File: config.mk
export PLATFORM = sky130hd
export DESIGN_NAME = id_decode_stage_flat
export DESIGN_NICKNAME = d
export VERILOG_FILES = /design/src/rtl/id_decode_stage_if.sv /design/src/rtl/id_decode_stage.sv /design/src/flat_wrapper.sv
export SDC_FILE = /design/constraint.sdc
export NUM_CORES = 1
export LEC_CHECK = 0
export CAP_MARGIN = 20
export CORE_MARGIN = 5
export CORE_UTILIZATION = 32
export DETAILED_ROUTE_END_ITERATION = 10
export PLACE_DENSITY = 0.6
export SETUP_SLACK_MARGIN = 0.3
export SLEW_MARGIN = 25
export SYNTH_ARGS = -nofsm -noshare
export SYNTH_HDL_FRONTEND = slang
export SYNTH_SLANG_ARGS = --single-unit
File: constraint.sdc
create_clock -name clk -period 2.18 [get_ports clk]
set_input_delay 0.218 -clock clk [delete_from_list [all_inputs] [get_ports clk]]
set_output_delay 0.218 -clock clk [all_outputs]
set_load 0.01 [all_outputs]
File: src/rtl/id_decode_stage_if.sv
`default_nettype none
// ============================================================================
// Module   : id_decode_stage_if
// Purpose  : Fetch->decode->execute handshake bundle for id_decode_stage.
//            slave  : decode-stage view (consumes fetch, produces bundle)
//            master : surrounding view (drives fetch side, consumes bundle)
// Signals  : flush, in_valid/in_ready/in_instr/in_pc,
//            out_valid/out_ready, out_pc, out_rs1/rs2/rd, out_imm,
//            control flags, load/store types, alu_ctrl, is_muldiv, illegal
// Revision : 1.0 - initial release
// ============================================================================
interface id_decode_stage_if #(
    parameter int XLEN = 32,
    parameter int PC_W = 32
);
    logic            flush;
    logic            in_valid;
    logic            in_ready;
    logic [31:0]     in_instr;
    logic [PC_W-1:0] in_pc;
    logic            out_valid;
    logic            out_ready;
    logic [PC_W-1:0] out_pc;
    logic [4:0]      out_rs1;
    logic [4:0]      out_rs2;
    logic [4:0]      out_rd;
    logic [XLEN-1:0] out_imm;
    logic            out_alu_src;
    logic            out_mem_write;
    logic            out_mem_read;
    logic            out_wb_reg_file;
    logic            out_memtoreg;
    logic            out_branch;
    logic            out_jal;
    logic            out_jalr;
    logic            out_auipc;
    logic            out_lui;
    logic [2:0]      out_mem_load_type;
    logic [1:0]      out_mem_store_type;
    logic [4:0]      out_alu_ctrl;
    logic            out_is_muldiv;
    logic            out_illegal;

    modport slave (
        input  flush, in_valid, in_instr, in_pc, out_ready,
        output in_ready, out_valid, out_pc, out_rs1, out_rs2, out_rd, out_imm,
               out_alu_src, out_mem_write, out_mem_read, out_wb_reg_file,
               out_memtoreg, out_branch, out_jal, out_jalr, out_auipc, out_lui,
               out_mem_load_type, out_mem_store_type, out_alu_ctrl,
               out_is_muldiv, out_illegal
    );

    modport master (
        output flush, in_valid, in_instr, in_pc, out_ready,
        input  in_ready, out_valid, out_pc, out_rs1, out_rs2, out_rd, out_imm,
               out_alu_src, out_mem_write, out_mem_read, out_wb_reg_file,
               out_memtoreg, out_branch, out_jal, out_jalr, out_auipc, out_lui,
               out_mem_load_type, out_mem_store_type, out_alu_ctrl,
               out_is_muldiv, out_illegal
    );
endinterface
`default_nettype wire

File: src/rtl/id_decode_stage.sv
`default_nettype none
// ============================================================================
// Module   : id_decode_stage
// Purpose  : Registered RV32I(+M) decode stage with a two-entry skid buffer.
//            Instructions are decoded before being written into the main (M)
//            or skid (S) register; outputs come only from M, and in_ready is
//            a flop, so no combinational path exists from execute to fetch.
// Ports    : clk  - clock, all state on rising edge
//            rst  - synchronous active-high reset (priority over flush)
//            bus  - id_decode_stage_if.slave (flush, fetch side, execute side)
// Params   : XLEN (imm width), PC_W (pc width), EN_M (1 = decode RV32M)
// Revision : 1.0 - initial release
// ============================================================================
module id_decode_stage #(
    parameter int XLEN = 32,
    parameter int PC_W = 32,
    parameter bit EN_M = 1'b1
) (
    input  wire logic         clk,
    input  wire logic         rst,
    id_decode_stage_if.slave  bus
);

    typedef struct packed {
        logic [PC_W-1:0] pc;
        logic [4:0]      rs1;
        logic [4:0]      rs2;
        logic [4:0]      rd;
        logic [XLEN-1:0] imm;
        logic            alu_src;
        logic            mem_write;
        logic            mem_read;
        logic            wb_reg_file;
        logic            memtoreg;
        logic            branch;
        logic            jal;
        logic            jalr;
        logic            auipc;
        logic            lui;
        logic [2:0]      load_type;
        logic [1:0]      store_type;
        logic [4:0]      alu_ctrl;
        logic            is_muldiv;
        logic            illegal;
    } bundle_t;

    localparam logic [1:0] c_st_empty = 2'd0;
    localparam logic [1:0] c_st_one   = 2'd1;
    localparam logic [1:0] c_st_full  = 2'd2;

    localparam logic [6:0] c_op_r      = 7'b0110011;
    localparam logic [6:0] c_op_imm    = 7'b0010011;
    localparam logic [6:0] c_op_load   = 7'b0000011;
    localparam logic [6:0] c_op_store  = 7'b0100011;
    localparam logic [6:0] c_op_branch = 7'b1100011;
    localparam logic [6:0] c_op_jal    = 7'b1101111;
    localparam logic [6:0] c_op_jalr   = 7'b1100111;
    localparam logic [6:0] c_op_lui    = 7'b0110111;
    localparam logic [6:0] c_op_auipc  = 7'b0010111;

    localparam logic [4:0] c_alu_add   = 5'b00000;
    localparam logic [4:0] c_alu_sub   = 5'b00001;
    localparam logic [4:0] c_alu_and   = 5'b00010;
    localparam logic [4:0] c_alu_or    = 5'b00011;
    localparam logic [4:0] c_alu_xor   = 5'b00100;
    localparam logic [4:0] c_alu_sll   = 5'b00101;
    localparam logic [4:0] c_alu_srl   = 5'b00110;
    localparam logic [4:0] c_alu_sra   = 5'b00111;
    localparam logic [4:0] c_alu_slt   = 5'b01000;
    localparam logic [4:0] c_alu_sltu  = 5'b01001;
    localparam logic [4:0] c_alu_lui   = 5'b01010;
    localparam logic [4:0] c_alu_auipc = 5'b01011;

    localparam logic [6:0] c_f7_zero = 7'b0000000;
    localparam logic [6:0] c_f7_alt  = 7'b0100000;
    localparam logic [6:0] c_f7_mul  = 7'b0000001;

    logic [1:0]  r_state;
    logic        r_m_valid;
    logic        r_in_ready;
    bundle_t     r_m;
    bundle_t     r_s;
    bundle_t     w_dec;
    bundle_t     w_reset_bundle;
    logic        w_in_fire;
    logic        w_out_fire;

    logic [31:0] w_instr;
    logic [6:0]  w_opcode;
    logic [2:0]  w_f3;
    logic [6:0]  w_f7;
    logic [XLEN-1:0] w_imm_i;
    logic [XLEN-1:0] w_imm_s;
    logic [XLEN-1:0] w_imm_b;
    logic [XLEN-1:0] w_imm_u;
    logic [XLEN-1:0] w_imm_j;

    assign w_instr  = bus.in_instr;
    assign w_opcode = w_instr[6:0];
    assign w_f3     = w_instr[14:12];
    assign w_f7     = w_instr[31:25];

    assign w_imm_i = {{(XLEN-12){w_instr[31]}}, w_instr[31:20]};
    assign w_imm_s = {{(XLEN-12){w_instr[31]}}, w_instr[31:25], w_instr[11:7]};
    assign w_imm_b = {{(XLEN-13){w_instr[31]}}, w_instr[31], w_instr[7],
                      w_instr[30:25], w_instr[11:8], 1'b0};
    assign w_imm_u = {{(XLEN-32){w_instr[31]}}, w_instr[31:12], 12'b0};
    assign w_imm_j = {{(XLEN-21){w_instr[31]}}, w_instr[31], w_instr[19:12],
                      w_instr[20], w_instr[30:21], 1'b0};

    // Value held in M/S after reset: everything zero except the load/store
    // size fields, which idle at word size.
    always_comb begin
        w_reset_bundle            = '0;
        w_reset_bundle.load_type  = 3'b010;
        w_reset_bundle.store_type = 2'b10;
    end

    always_comb begin
        w_dec      = w_reset_bundle;
        w_dec.pc   = bus.in_pc;
        w_dec.rs1  = w_instr[19:15];
        w_dec.rs2  = w_instr[24:20];
        w_dec.rd   = w_instr[11:7];
        case (w_opcode)
            c_op_r: begin
                w_dec.wb_reg_file = 1'b1;
                if (w_f7 == c_f7_zero) begin
                    case (w_f3)
                        3'b000:  w_dec.alu_ctrl = c_alu_add;
                        3'b001:  w_dec.alu_ctrl = c_alu_sll;
                        3'b010:  w_dec.alu_ctrl = c_alu_slt;
                        3'b011:  w_dec.alu_ctrl = c_alu_sltu;
                        3'b100:  w_dec.alu_ctrl = c_alu_xor;
                        3'b101:  w_dec.alu_ctrl = c_alu_srl;
                        3'b110:  w_dec.alu_ctrl = c_alu_or;
                        default: w_dec.alu_ctrl = c_alu_and;
                    endcase
                end else if (w_f7 == c_f7_alt && w_f3 == 3'b000) begin
                    w_dec.alu_ctrl = c_alu_sub;
                end else if (w_f7 == c_f7_alt && w_f3 == 3'b101) begin
                    w_dec.alu_ctrl = c_alu_sra;
                end else if (w_f7 == c_f7_mul && EN_M) begin
                    // M-ops map func3 straight onto the low bits: MUL=10000 .. REMU=10111
                    w_dec.alu_ctrl  = {2'b10, w_f3};
                    w_dec.is_muldiv = 1'b1;
                end else begin
                    w_dec.illegal = 1'b1;
                end
            end
            c_op_imm: begin
                w_dec.alu_src     = 1'b1;
                w_dec.wb_reg_file = 1'b1;
                w_dec.imm         = w_imm_i;
                case (w_f3)
                    3'b000: w_dec.alu_ctrl = c_alu_add;
                    3'b010: w_dec.alu_ctrl = c_alu_slt;
                    3'b011: w_dec.alu_ctrl = c_alu_sltu;
                    3'b100: w_dec.alu_ctrl = c_alu_xor;
                    3'b110: w_dec.alu_ctrl = c_alu_or;
                    3'b111: w_dec.alu_ctrl = c_alu_and;
                    3'b001: begin
                        w_dec.alu_ctrl = c_alu_sll;
                        w_dec.illegal  = (w_f7 != c_f7_zero);
                    end
                    default: begin
                        if (w_f7 == c_f7_zero) begin
                            w_dec.alu_ctrl = c_alu_srl;
                        end else if (w_f7 == c_f7_alt) begin
                            w_dec.alu_ctrl = c_alu_sra;
                        end else begin
                            w_dec.illegal = 1'b1;
                        end
                    end
                endcase
            end
            c_op_load: begin
                w_dec.alu_src     = 1'b1;
                w_dec.mem_read    = 1'b1;
                w_dec.wb_reg_file = 1'b1;
                w_dec.memtoreg    = 1'b1;
                w_dec.imm         = w_imm_i;
                case (w_f3)
                    3'b000:  w_dec.load_type = 3'b000;
                    3'b001:  w_dec.load_type = 3'b001;
                    3'b010:  w_dec.load_type = 3'b010;
                    3'b100:  w_dec.load_type = 3'b011;
                    3'b101:  w_dec.load_type = 3'b100;
                    default: w_dec.illegal   = 1'b1;
                endcase
            end
            c_op_store: begin
                w_dec.alu_src   = 1'b1;
                w_dec.mem_write = 1'b1;
                w_dec.imm       = w_imm_s;
                if (w_f3 > 3'b010) begin
                    w_dec.illegal = 1'b1;
                end else begin
                    w_dec.store_type = w_f3[1:0];
                end
            end
            c_op_branch: begin
                w_dec.branch   = 1'b1;
                w_dec.alu_ctrl = c_alu_sub;
                w_dec.imm      = w_imm_b;
                w_dec.illegal  = (w_f3 == 3'b010) || (w_f3 == 3'b011);
            end
            c_op_jal: begin
                w_dec.jal         = 1'b1;
                w_dec.wb_reg_file = 1'b1;
                w_dec.imm         = w_imm_j;
            end
            c_op_jalr: begin
                w_dec.jalr        = 1'b1;
                w_dec.alu_src     = 1'b1;
                w_dec.wb_reg_file = 1'b1;
                w_dec.imm         = w_imm_i;
                w_dec.illegal     = (w_f3 != 3'b000);
            end
            c_op_lui: begin
                w_dec.lui         = 1'b1;
                w_dec.wb_reg_file = 1'b1;
                w_dec.alu_ctrl    = c_alu_lui;
                w_dec.imm         = w_imm_u;
            end
            c_op_auipc: begin
                w_dec.auipc       = 1'b1;
                w_dec.wb_reg_file = 1'b1;
                w_dec.alu_ctrl    = c_alu_auipc;
                w_dec.imm         = w_imm_u;
            end
            default: w_dec.illegal = 1'b1;
        endcase
        // An illegal bundle must not have architectural side effects downstream.
        if (w_dec.illegal) begin
            w_dec.mem_write   = 1'b0;
            w_dec.mem_read    = 1'b0;
            w_dec.wb_reg_file = 1'b0;
            w_dec.branch      = 1'b0;
            w_dec.jal         = 1'b0;
            w_dec.jalr        = 1'b0;
        end
    end

    assign w_in_fire  = bus.in_valid && r_in_ready;
    assign w_out_fire = r_m_valid && bus.out_ready;

    // Skid buffer control. in_ready is recomputed as "S will be empty" so it
    // is always a plain flop output.
    always_ff @(posedge clk) begin
        if (rst) begin
            r_state    <= c_st_empty;
            r_m_valid  <= 1'b0;
            r_in_ready <= 1'b1;
            r_m        <= w_reset_bundle;
            r_s        <= w_reset_bundle;
        end else if (bus.flush) begin
            r_state    <= c_st_empty;
            r_m_valid  <= 1'b0;
            r_in_ready <= 1'b1;
        end else begin
            case (r_state)
                c_st_empty: begin
                    if (w_in_fire) begin
                        r_m       <= w_dec;
                        r_m_valid <= 1'b1;
                        r_state   <= c_st_one;
                    end
                end
                c_st_one: begin
                    if (w_in_fire && w_out_fire) begin
                        r_m <= w_dec;
                    end else if (w_in_fire) begin
                        r_s        <= w_dec;
                        r_state    <= c_st_full;
                        r_in_ready <= 1'b0;
                    end else if (w_out_fire) begin
                        r_m_valid <= 1'b0;
                        r_state   <= c_st_empty;
                    end
                end
                c_st_full: begin
                    if (w_out_fire) begin
                        r_m        <= r_s;
                        r_state    <= c_st_one;
                        r_in_ready <= 1'b1;
                    end
                end
                default: begin
                    r_state    <= c_st_empty;
                    r_m_valid  <= 1'b0;
                    r_in_ready <= 1'b1;
                end
            endcase
        end
    end

    assign bus.in_ready           = r_in_ready;
    assign bus.out_valid          = r_m_valid;
    assign bus.out_pc             = r_m.pc;
    assign bus.out_rs1            = r_m.rs1;
    assign bus.out_rs2            = r_m.rs2;
    assign bus.out_rd             = r_m.rd;
    assign bus.out_imm            = r_m.imm;
    assign bus.out_alu_src        = r_m.alu_src;
    assign bus.out_mem_write      = r_m.mem_write;
    assign bus.out_mem_read       = r_m.mem_read;
    assign bus.out_wb_reg_file    = r_m.wb_reg_file;
    assign bus.out_memtoreg       = r_m.memtoreg;
    assign bus.out_branch         = r_m.branch;
    assign bus.out_jal            = r_m.jal;
    assign bus.out_jalr           = r_m.jalr;
    assign bus.out_auipc          = r_m.auipc;
    assign bus.out_lui            = r_m.lui;
    assign bus.out_mem_load_type  = r_m.load_type;
    assign bus.out_mem_store_type = r_m.store_type;
    assign bus.out_alu_ctrl       = r_m.alu_ctrl;
    assign bus.out_is_muldiv      = r_m.is_muldiv;
    assign bus.out_illegal        = r_m.illegal;

endmodule
`default_nettype wire

File: src/flat_wrapper.sv
// flat-port wrapper written by rule: the top's interface ports become plain ports
module id_decode_stage_flat 
#(
    parameter int XLEN = 32,
    parameter int PC_W = 32,
    parameter bit EN_M = 1'b1
)
  (clk, rst, bus_flush, bus_in_valid, bus_in_instr, bus_in_pc, bus_out_ready, bus_in_ready, bus_out_valid, bus_out_pc, bus_out_rs1, bus_out_rs2, bus_out_rd, bus_out_imm, bus_out_alu_src, bus_out_mem_write, bus_out_mem_read, bus_out_wb_reg_file, bus_out_memtoreg, bus_out_branch, bus_out_jal, bus_out_jalr, bus_out_auipc, bus_out_lui, bus_out_mem_load_type, bus_out_mem_store_type, bus_out_alu_ctrl, bus_out_is_muldiv, bus_out_illegal);
  id_decode_stage_if #(.XLEN(XLEN), .PC_W(PC_W)) bus_i ();
  input  wire logic clk;
  input  wire logic rst;
  input wire logic [$bits(bus_i.flush)-1:0] bus_flush;
  input wire logic [$bits(bus_i.in_valid)-1:0] bus_in_valid;
  input wire logic [$bits(bus_i.in_instr)-1:0] bus_in_instr;
  input wire logic [$bits(bus_i.in_pc)-1:0] bus_in_pc;
  input wire logic [$bits(bus_i.out_ready)-1:0] bus_out_ready;
  output wire logic [$bits(bus_i.in_ready)-1:0] bus_in_ready;
  output wire logic [$bits(bus_i.out_valid)-1:0] bus_out_valid;
  output wire logic [$bits(bus_i.out_pc)-1:0] bus_out_pc;
  output wire logic [$bits(bus_i.out_rs1)-1:0] bus_out_rs1;
  output wire logic [$bits(bus_i.out_rs2)-1:0] bus_out_rs2;
  output wire logic [$bits(bus_i.out_rd)-1:0] bus_out_rd;
  output wire logic [$bits(bus_i.out_imm)-1:0] bus_out_imm;
  output wire logic [$bits(bus_i.out_alu_src)-1:0] bus_out_alu_src;
  output wire logic [$bits(bus_i.out_mem_write)-1:0] bus_out_mem_write;
  output wire logic [$bits(bus_i.out_mem_read)-1:0] bus_out_mem_read;
  output wire logic [$bits(bus_i.out_wb_reg_file)-1:0] bus_out_wb_reg_file;
  output wire logic [$bits(bus_i.out_memtoreg)-1:0] bus_out_memtoreg;
  output wire logic [$bits(bus_i.out_branch)-1:0] bus_out_branch;
  output wire logic [$bits(bus_i.out_jal)-1:0] bus_out_jal;
  output wire logic [$bits(bus_i.out_jalr)-1:0] bus_out_jalr;
  output wire logic [$bits(bus_i.out_auipc)-1:0] bus_out_auipc;
  output wire logic [$bits(bus_i.out_lui)-1:0] bus_out_lui;
  output wire logic [$bits(bus_i.out_mem_load_type)-1:0] bus_out_mem_load_type;
  output wire logic [$bits(bus_i.out_mem_store_type)-1:0] bus_out_mem_store_type;
  output wire logic [$bits(bus_i.out_alu_ctrl)-1:0] bus_out_alu_ctrl;
  output wire logic [$bits(bus_i.out_is_muldiv)-1:0] bus_out_is_muldiv;
  output wire logic [$bits(bus_i.out_illegal)-1:0] bus_out_illegal;
  assign bus_i.flush = bus_flush;
  assign bus_i.in_valid = bus_in_valid;
  assign bus_i.in_instr = bus_in_instr;
  assign bus_i.in_pc = bus_in_pc;
  assign bus_i.out_ready = bus_out_ready;
  assign bus_in_ready = bus_i.in_ready;
  assign bus_out_valid = bus_i.out_valid;
  assign bus_out_pc = bus_i.out_pc;
  assign bus_out_rs1 = bus_i.out_rs1;
  assign bus_out_rs2 = bus_i.out_rs2;
  assign bus_out_rd = bus_i.out_rd;
  assign bus_out_imm = bus_i.out_imm;
  assign bus_out_alu_src = bus_i.out_alu_src;
  assign bus_out_mem_write = bus_i.out_mem_write;
  assign bus_out_mem_read = bus_i.out_mem_read;
  assign bus_out_wb_reg_file = bus_i.out_wb_reg_file;
  assign bus_out_memtoreg = bus_i.out_memtoreg;
  assign bus_out_branch = bus_i.out_branch;
  assign bus_out_jal = bus_i.out_jal;
  assign bus_out_jalr = bus_i.out_jalr;
  assign bus_out_auipc = bus_i.out_auipc;
  assign bus_out_lui = bus_i.out_lui;
  assign bus_out_mem_load_type = bus_i.out_mem_load_type;
  assign bus_out_mem_store_type = bus_i.out_mem_store_type;
  assign bus_out_alu_ctrl = bus_i.out_alu_ctrl;
  assign bus_out_is_muldiv = bus_i.out_is_muldiv;
  assign bus_out_illegal = bus_i.out_illegal;
  id_decode_stage #(.XLEN(XLEN), .PC_W(PC_W), .EN_M(EN_M)) u_core (.clk(clk), .rst(rst), .bus(bus_i));
endmodule
# After elaboration in Yosys (flattened, before gate mapping)
# Index checks and enable logic that the tools add are counted.
# W data, S select, Z words.
[word_totals] reg_bits=206 in_bits=69
[classes] reduce_logical=25 mux=55 order_cmp=1 eq_ne=28 n_bitwise=4
[op_table] operator="$mux W101" count=3
[op_table] operator="$pmux W101 S3" count=1
[op_table] operator="$pmux W32 S5" count=1
[op_table] operator="$pmux W5 S7" count=1
[op_table] operator="$eq A7 B6 Y1 const B" count=4
[op_table] operator="$pmux W4 S7" count=1
[op_table] operator="$pmux W5 S5" count=1
[op_table] operator="$mux W1" count=22
[op_table] operator="$eq A7 B7 Y1 const B" count=3
[op_table] operator="$mux W2" count=10
[op_table] operator="$mux W3" count=5
[op_table] operator="$mux W5" count=3
[op_table] operator="$eq A7 B5 Y1 const B" count=2
[op_table] operator="$eq A3 B3 Y1 const B" count=4
[op_table] operator="$pmux W3 S4" count=1
[op_table] operator="$reduce_and A4 Y1" count=3
[op_table] operator="$ne A2 B1 Y1 const B" count=5
[op_table] operator="$reduce_and A5 Y1" count=2
[op_table] operator="$eq A7 B1 Y1 const B" count=1
[op_table] operator="$eq A7 B2 Y1 const B" count=1
[op_table] operator="$logic_not A7 Y1" count=1
[op_table] operator="$pmux W1 S7" count=1
[op_table] operator="$reduce_bool A7 Y1" count=1
[op_table] operator="$reduce_or A7 Y1" count=1
[op_table] operator="other kinds (22)" count=35

# Longest topological paths before layout
[logic_depth] ltp_word=9 depth_mapped=7 ltp_nobuf=5

# Worst setup path after synthesis
# OpenSTA, ideal clock, no wires.
[synth_path] path_kind="register to register" start="register u_core.r_m_valid (netlist: u_core.bus.out_valid)" end="register u_core.r_m (netlist bit u_core.bus.out_lui)" synth_period_minus_slack_ns=1.540 n_path_buf=2 path_stages_with_launch=7 required_time_ns=2.089 t_arrival_ns=1.449 slack_ns=0.640 path_cell_list="dfxtp_1 nand4b_1 o2bb2ai_2 buf_4 buf_6 nor2_1 a311oi_1"
[synth_via] elab_chain_len=4 elab_cells_between_ends=5 classes_between="2 x eq/ne; 3 x reduce/logical"
[synth_rtl] element="from (decl)" line_no="id_decode_stage.sv:79" text="logic r_m_valid;"
[synth_rtl] element="from (signal assigned)" line_no="id_decode_stage.sv:253" text="r_m_valid <= 1'b0;"
[synth_rtl] element="from (signal assigned)" line_no="id_decode_stage.sv:259" text="r_m_valid <= 1'b0;"
[synth_rtl] element="from (signal assigned)" line_no="id_decode_stage.sv:266" text="r_m_valid <= 1'b1;"
[synth_rtl] element="$logic_and A1 B1 Y1 (*)" line_no="id_decode_stage.sv:246" text="assign w_out_fire = r_m_valid && bus.out_ready;"
[synth_rtl] element="$logic_and A1 B1 Y1" line_no="id_decode_stage.sv:271" text="if (w_in_fire && w_out_fire) begin"
[synth_rtl] element="$ne A2 B1 Y1 (no source line)"
[synth_rtl] element="$reduce_and A5 Y1 (no source line) (*)"
[synth_rtl] element="to (signal assigned)" line_no="id_decode_stage.sv:255" text="r_m <= w_reset_bundle;"
[synth_rtl] element="to (signal assigned)" line_no="id_decode_stage.sv:272" text="r_m <= w_dec;"
[synth_rtl] element="to (signal assigned)" line_no="id_decode_stage.sv:284" text="r_m <= r_s;"
[synth_rtl] element="to (decl)" line_no="id_decode_stage.sv:81" text="bundle_t r_m;"
# Mark *: on every way between the ends. The rest lies on a longest branch, timed or not.
# A chain may end at the register's enable or synchronous reset.

# Worst setup path in the final report
[layout_path] start="register u_core.r_state[0]" end="register u_core.r_m (netlist bit u_core.bus.out_mem_write)"
[layout_via] elab_chain_len=3 elab_cells_between_ends=9 classes_between="5 x eq/ne; 1 x mux; 3 x reduce/logical"
[layout_rtl] element="from (decl)" line_no="id_decode_stage.sv:78" text="logic [1:0] r_state;"
[layout_rtl] element="from (signal assigned)" line_no="id_decode_stage.sv:252" text="r_state <= c_st_empty;"
[layout_rtl] element="from (signal assigned)" line_no="id_decode_stage.sv:258" text="r_state <= c_st_empty;"
[layout_rtl] element="from (signal assigned)" line_no="id_decode_stage.sv:267" text="r_state <= c_st_one;"
[layout_rtl] element="$eq A2 B2 Y1, or another cell as far along" line_no="id_decode_stage.sv:262" text="case (r_state)"
[layout_rtl] element="$ne A2 B1 Y1 (no source line) / $reduce_bool A3 Y1 (equally long branches)"
[layout_rtl] element="$reduce_and A5 Y1 (no source line)"
[layout_rtl] element="to (signal assigned)" line_no="id_decode_stage.sv:255"
[layout_rtl] element="to (signal assigned)" line_no="id_decode_stage.sv:265" text="r_m <= w_dec;"
[layout_rtl] element="to (signal assigned)" line_no="id_decode_stage.sv:272"
# Parallel ways exist; a longest one is shown, timed or not.

==> summary.md <==
| Metric | Value |
|---|---|
| Initial DRC count | 679 |
| Maximum clock frequency | 0.558 GHz |
| Period utilization | 0.822 |
| DRC | 0 |
| Num rows | 61 |
| Synth warnings | 0 |
| # H-tree levels | 1 |
| Most Crowded Layer GR | met2 |
| Gate power share | 0.143 |
| Via/cell ratio | approximately 5.1 |
| Peak fanout along the critical path | 8 |
| Total gr overflow | 0 |
| Hold Path Class | in2reg |
| CTS Sinks | approximately 210 |
| Core Region | about 28000 um^2 |
| Clock slew seen by the registers of the worst setup and hold paths | 0.06 ns |
| Async SR Flop Fraction | 0 |
| Placement Setup Slack | -0.254 ns |
| Initial antenna violation count | 0 |
| Tightest Pin Transition | ~0.7 ns |
| Synth top cells by count | nand2_1, dfxtp_1, nor2_1 |
| Syn Area/Cell | 7.86 um^2 |
| WP data required | ~2.6 ns |
| Clock Power Share | 0.407 |
| WL/cell | ~17 um |
| Synth Flop Type | dfxtp_1 |
| Max VDD drop | around 540 uV |
| Ant diodes | 0 |
| MaxCap Viol Count | 0 |
| TritonCTS clock tree | yes |
| Grt met1 use | 0.249 |
| Element type at the critical path end | register |
| Largest net degree at the start of global routing | 68 |
| WS Path Type | reg2reg |
| Placed Cells | about 1.7k |
| Vias in the first global route | a little over 8k |
| Layout cells sized above 1 | 0.140 |
| Cell taking the most area after synthesis | dfxtp_1 |
| Seq/Total Area, Yosys | 0.454 |
| PortBufs | 171 |
| Global Route met2 Usage | 0.281 |
| Yosys top cell area share | 0.454 |
| Cts bufs inserted | 23 |
| Final setup violation count | 0 |
| Int Pwr | 6.62 mW |
| Met3 Track Usage GR | 0.0324 |
| Crit-path cells | a21bo_2, buf_4, o2bb2ai_4, buf_12, buf_6, nor2_1, nor2_1, a41o_1 |
| Final worst slack | 0.389 ns |
| CTS root buf | clkbuf_16 |
| Switching Fraction | 0.254 |
| Fin. max-slew vios | 0 |
| Worst-Skew Late Latency | 0.51 ns |
| GPL Wtd Cong | 0.890 |
| Initial core utilization | 0.325 |
| Critical path's top delay family | compound AO/OA/AOI/OAI gates |
| Final HPWL DP | 20200 um |
| Final WL | 29300 um |
| Min Tclk post-route | approximately 1.8 ns |
| Buf+Inv Stages, Crit Path | 3 |
| CP Launch Type | register |
| Leak pwr | about 4.5 nW |
| Mapped cell area | 9080 um^2 |
| Critical Path Max Stage Delay | 0.39 ns |
| Die Width | 178 um |
| Slowest CP cell | dfxtp_4 |
| Yosys cell types | 65 |
| First-pass GRT wire length | between 40000 and 50000 um |
| Sw Pwr | 2.25 mW |
| Final antenna-violating net count | 0 |
| RSZ-0062 raised after global routing | true |
| Flops & latches, synth | 206 |
| Layout Area Growth over Synthesis | 38.9% |
| DRT Pass-1 Iters | 5 |
| Clock Skew | roughly 0.0094 ns |
| Register share of total power | 0.450 |
| Top-level I/O count | ~170 |
| PwrDens | 704 nW/um^2 |
| Post-Syn Instances | around 1.2k |
| WP data arrival | 2.19 ns |
| Status | complete, no violations |
| Post-synth EDFFs | 0 |
| Via Count | 8918 |
| Max clock buf depth | 3 |
| Endpoints failing hold | 0 |
| DIE HEIGHT | 178 um |
| Total GRT Usage | 0.176 |
| Most frequent cell after synthesis | nand2_1 |
| Fin nets | 1437 |
| Most frequent CP cell | nor2_1 |
| Slew headroom | 0.543 |
| Die ar. | 31800 um^2 |
| Post-synth net total | 1225 |
| Post-Layout Cell Count | 1761 |
| Synth area leaders | dfxtp_1, nand2_1, a21oi_1, nor2_1, a311oi_1 |
## registers in the layout, summed over array words and instances, names as in the netlist, 2 cells and up
name and count:
u_core.bus.out_mem_store_type 2, u_core.bus.out_rs2 5, u_core.bus.out_rd 5, u_core.bus.out_alu_ctrl 5, u_core.bus.out_mem_load_type 3, u_core.bus.out_pc 32
u_core.r_s 101, u_core.bus.out_rs1 5, u_core.r_state 2, u_core.bus.out_imm 32
## power groups by stage
stage / logic [mW] / registers, mW / clock network (mW)
floorplan: 0.512 / 4.12 / 0
global placement: 1.23 / 4.08 / 0
detailed placement: 1.24 / 4.08 / 0
CTS: 1.25 / 4.00 / 3.71
global route: 1.37 / 4.01 / 3.88
finish: 1.27 / 3.99 / 3.61
## per-layer routing
metal / share of wire / vias up
met4: 0.018 / 0
met2: 0.46 / 227
met5: 0 / -
met1: 0.46 / 4180
li1: - / 4481
met3: 0.062 / 30
## cell families after synthesis
group | synth area share
and+or+nand+nor | 0.236
xor gates and xnor gates | 0.00289
AOI/OAI and AO/OA | 0.241
buffers and inverters | 0.0637
DFF | 0.454
muxes | 0.00220
## final cells by class
cell class              count  area (um^2)
fillers                  2749        15300
multi-input cells         833         4460
flip-flops and latches    206         4130
repair buffers            292         2810
clock buffers              33          653
well taps                 378          473
inverters                  12         45.0
clock inverters             7         41.3
## what timing repair did
action                                 4_1_cts  5_1_grt
setup endpoints to repair                   79       69
endpoints found under the hold margin        4        0
pin swaps                                    1        2
hold buffers                                 1        0
resized for setup                            3       16
buffers inserted                             2        4
cloned                                       1        1
## placed cells by master, fill, tap and decap left out, drive strengths merged, types with 6 or more instances in the layout
master / instances
nand2: 266
dfxtp: 206
clkdlybuf4s50: 169
nor2: 139
buf: 120
a21oi: 112
o21ai: 71
a311oi: 53
clkbuf: 34
nand3: 29
a211oi: 27
nor3: 23
a221oi: 16
inv: 13
nor4: 9
nor2b: 9
and3: 6
## worst reg2reg max path: stages (launching register included)
cell and delay [ns]:
dfxtp_4 0.39, a21bo_2 0.28, buf_4 0.17, o2bb2ai_4 0.14, buf_12 0.15, buf_6 0.14, nor2_1 0.13, nor2_1 0.06
a41o_1 0.24
## final timing paths
| path | to | slack, ns | cells past startpoint | startpoint |
|---|---|---|---|---|
| max | u_core.bus.out_mem_write | 0.39 | 8 | u_core.r_state[0] |
| min | u_core.r_s[98] | 0.29 | 3 | bus_in_pc[29] |
| max reg2reg | u_core.bus.out_mem_write | 0.39 | 8 | u_core.r_state[0] |
| min reg2reg | u_core.r_s[81] | 0.45 | 2 | u_core.r_s[81] |
## per-stage QoR
step / instance area (um^2) / hold slack, ns / power [mW] / setup TNS, ns / util
6_report: 12600 / 0.292 / 8.87 / 0 / 0.451
5_1_grt: 12600 / 0.289 / 9.27 / 0 / 0.451
4_1_cts: 12500 / 0.276 / 8.96 / 0 / 0.447
3_5_place_dp: 11800 / 0.445 / 5.31 / -5.43 / 0.421
3_3_place_gp: 11800 / 0.437 / 5.31 / -2.98 / 0.421
2_1_floorplan: 9080 / 0.309 / 4.63 / 0 / -
Note: power is estimated with default switching activity, not from simulation.
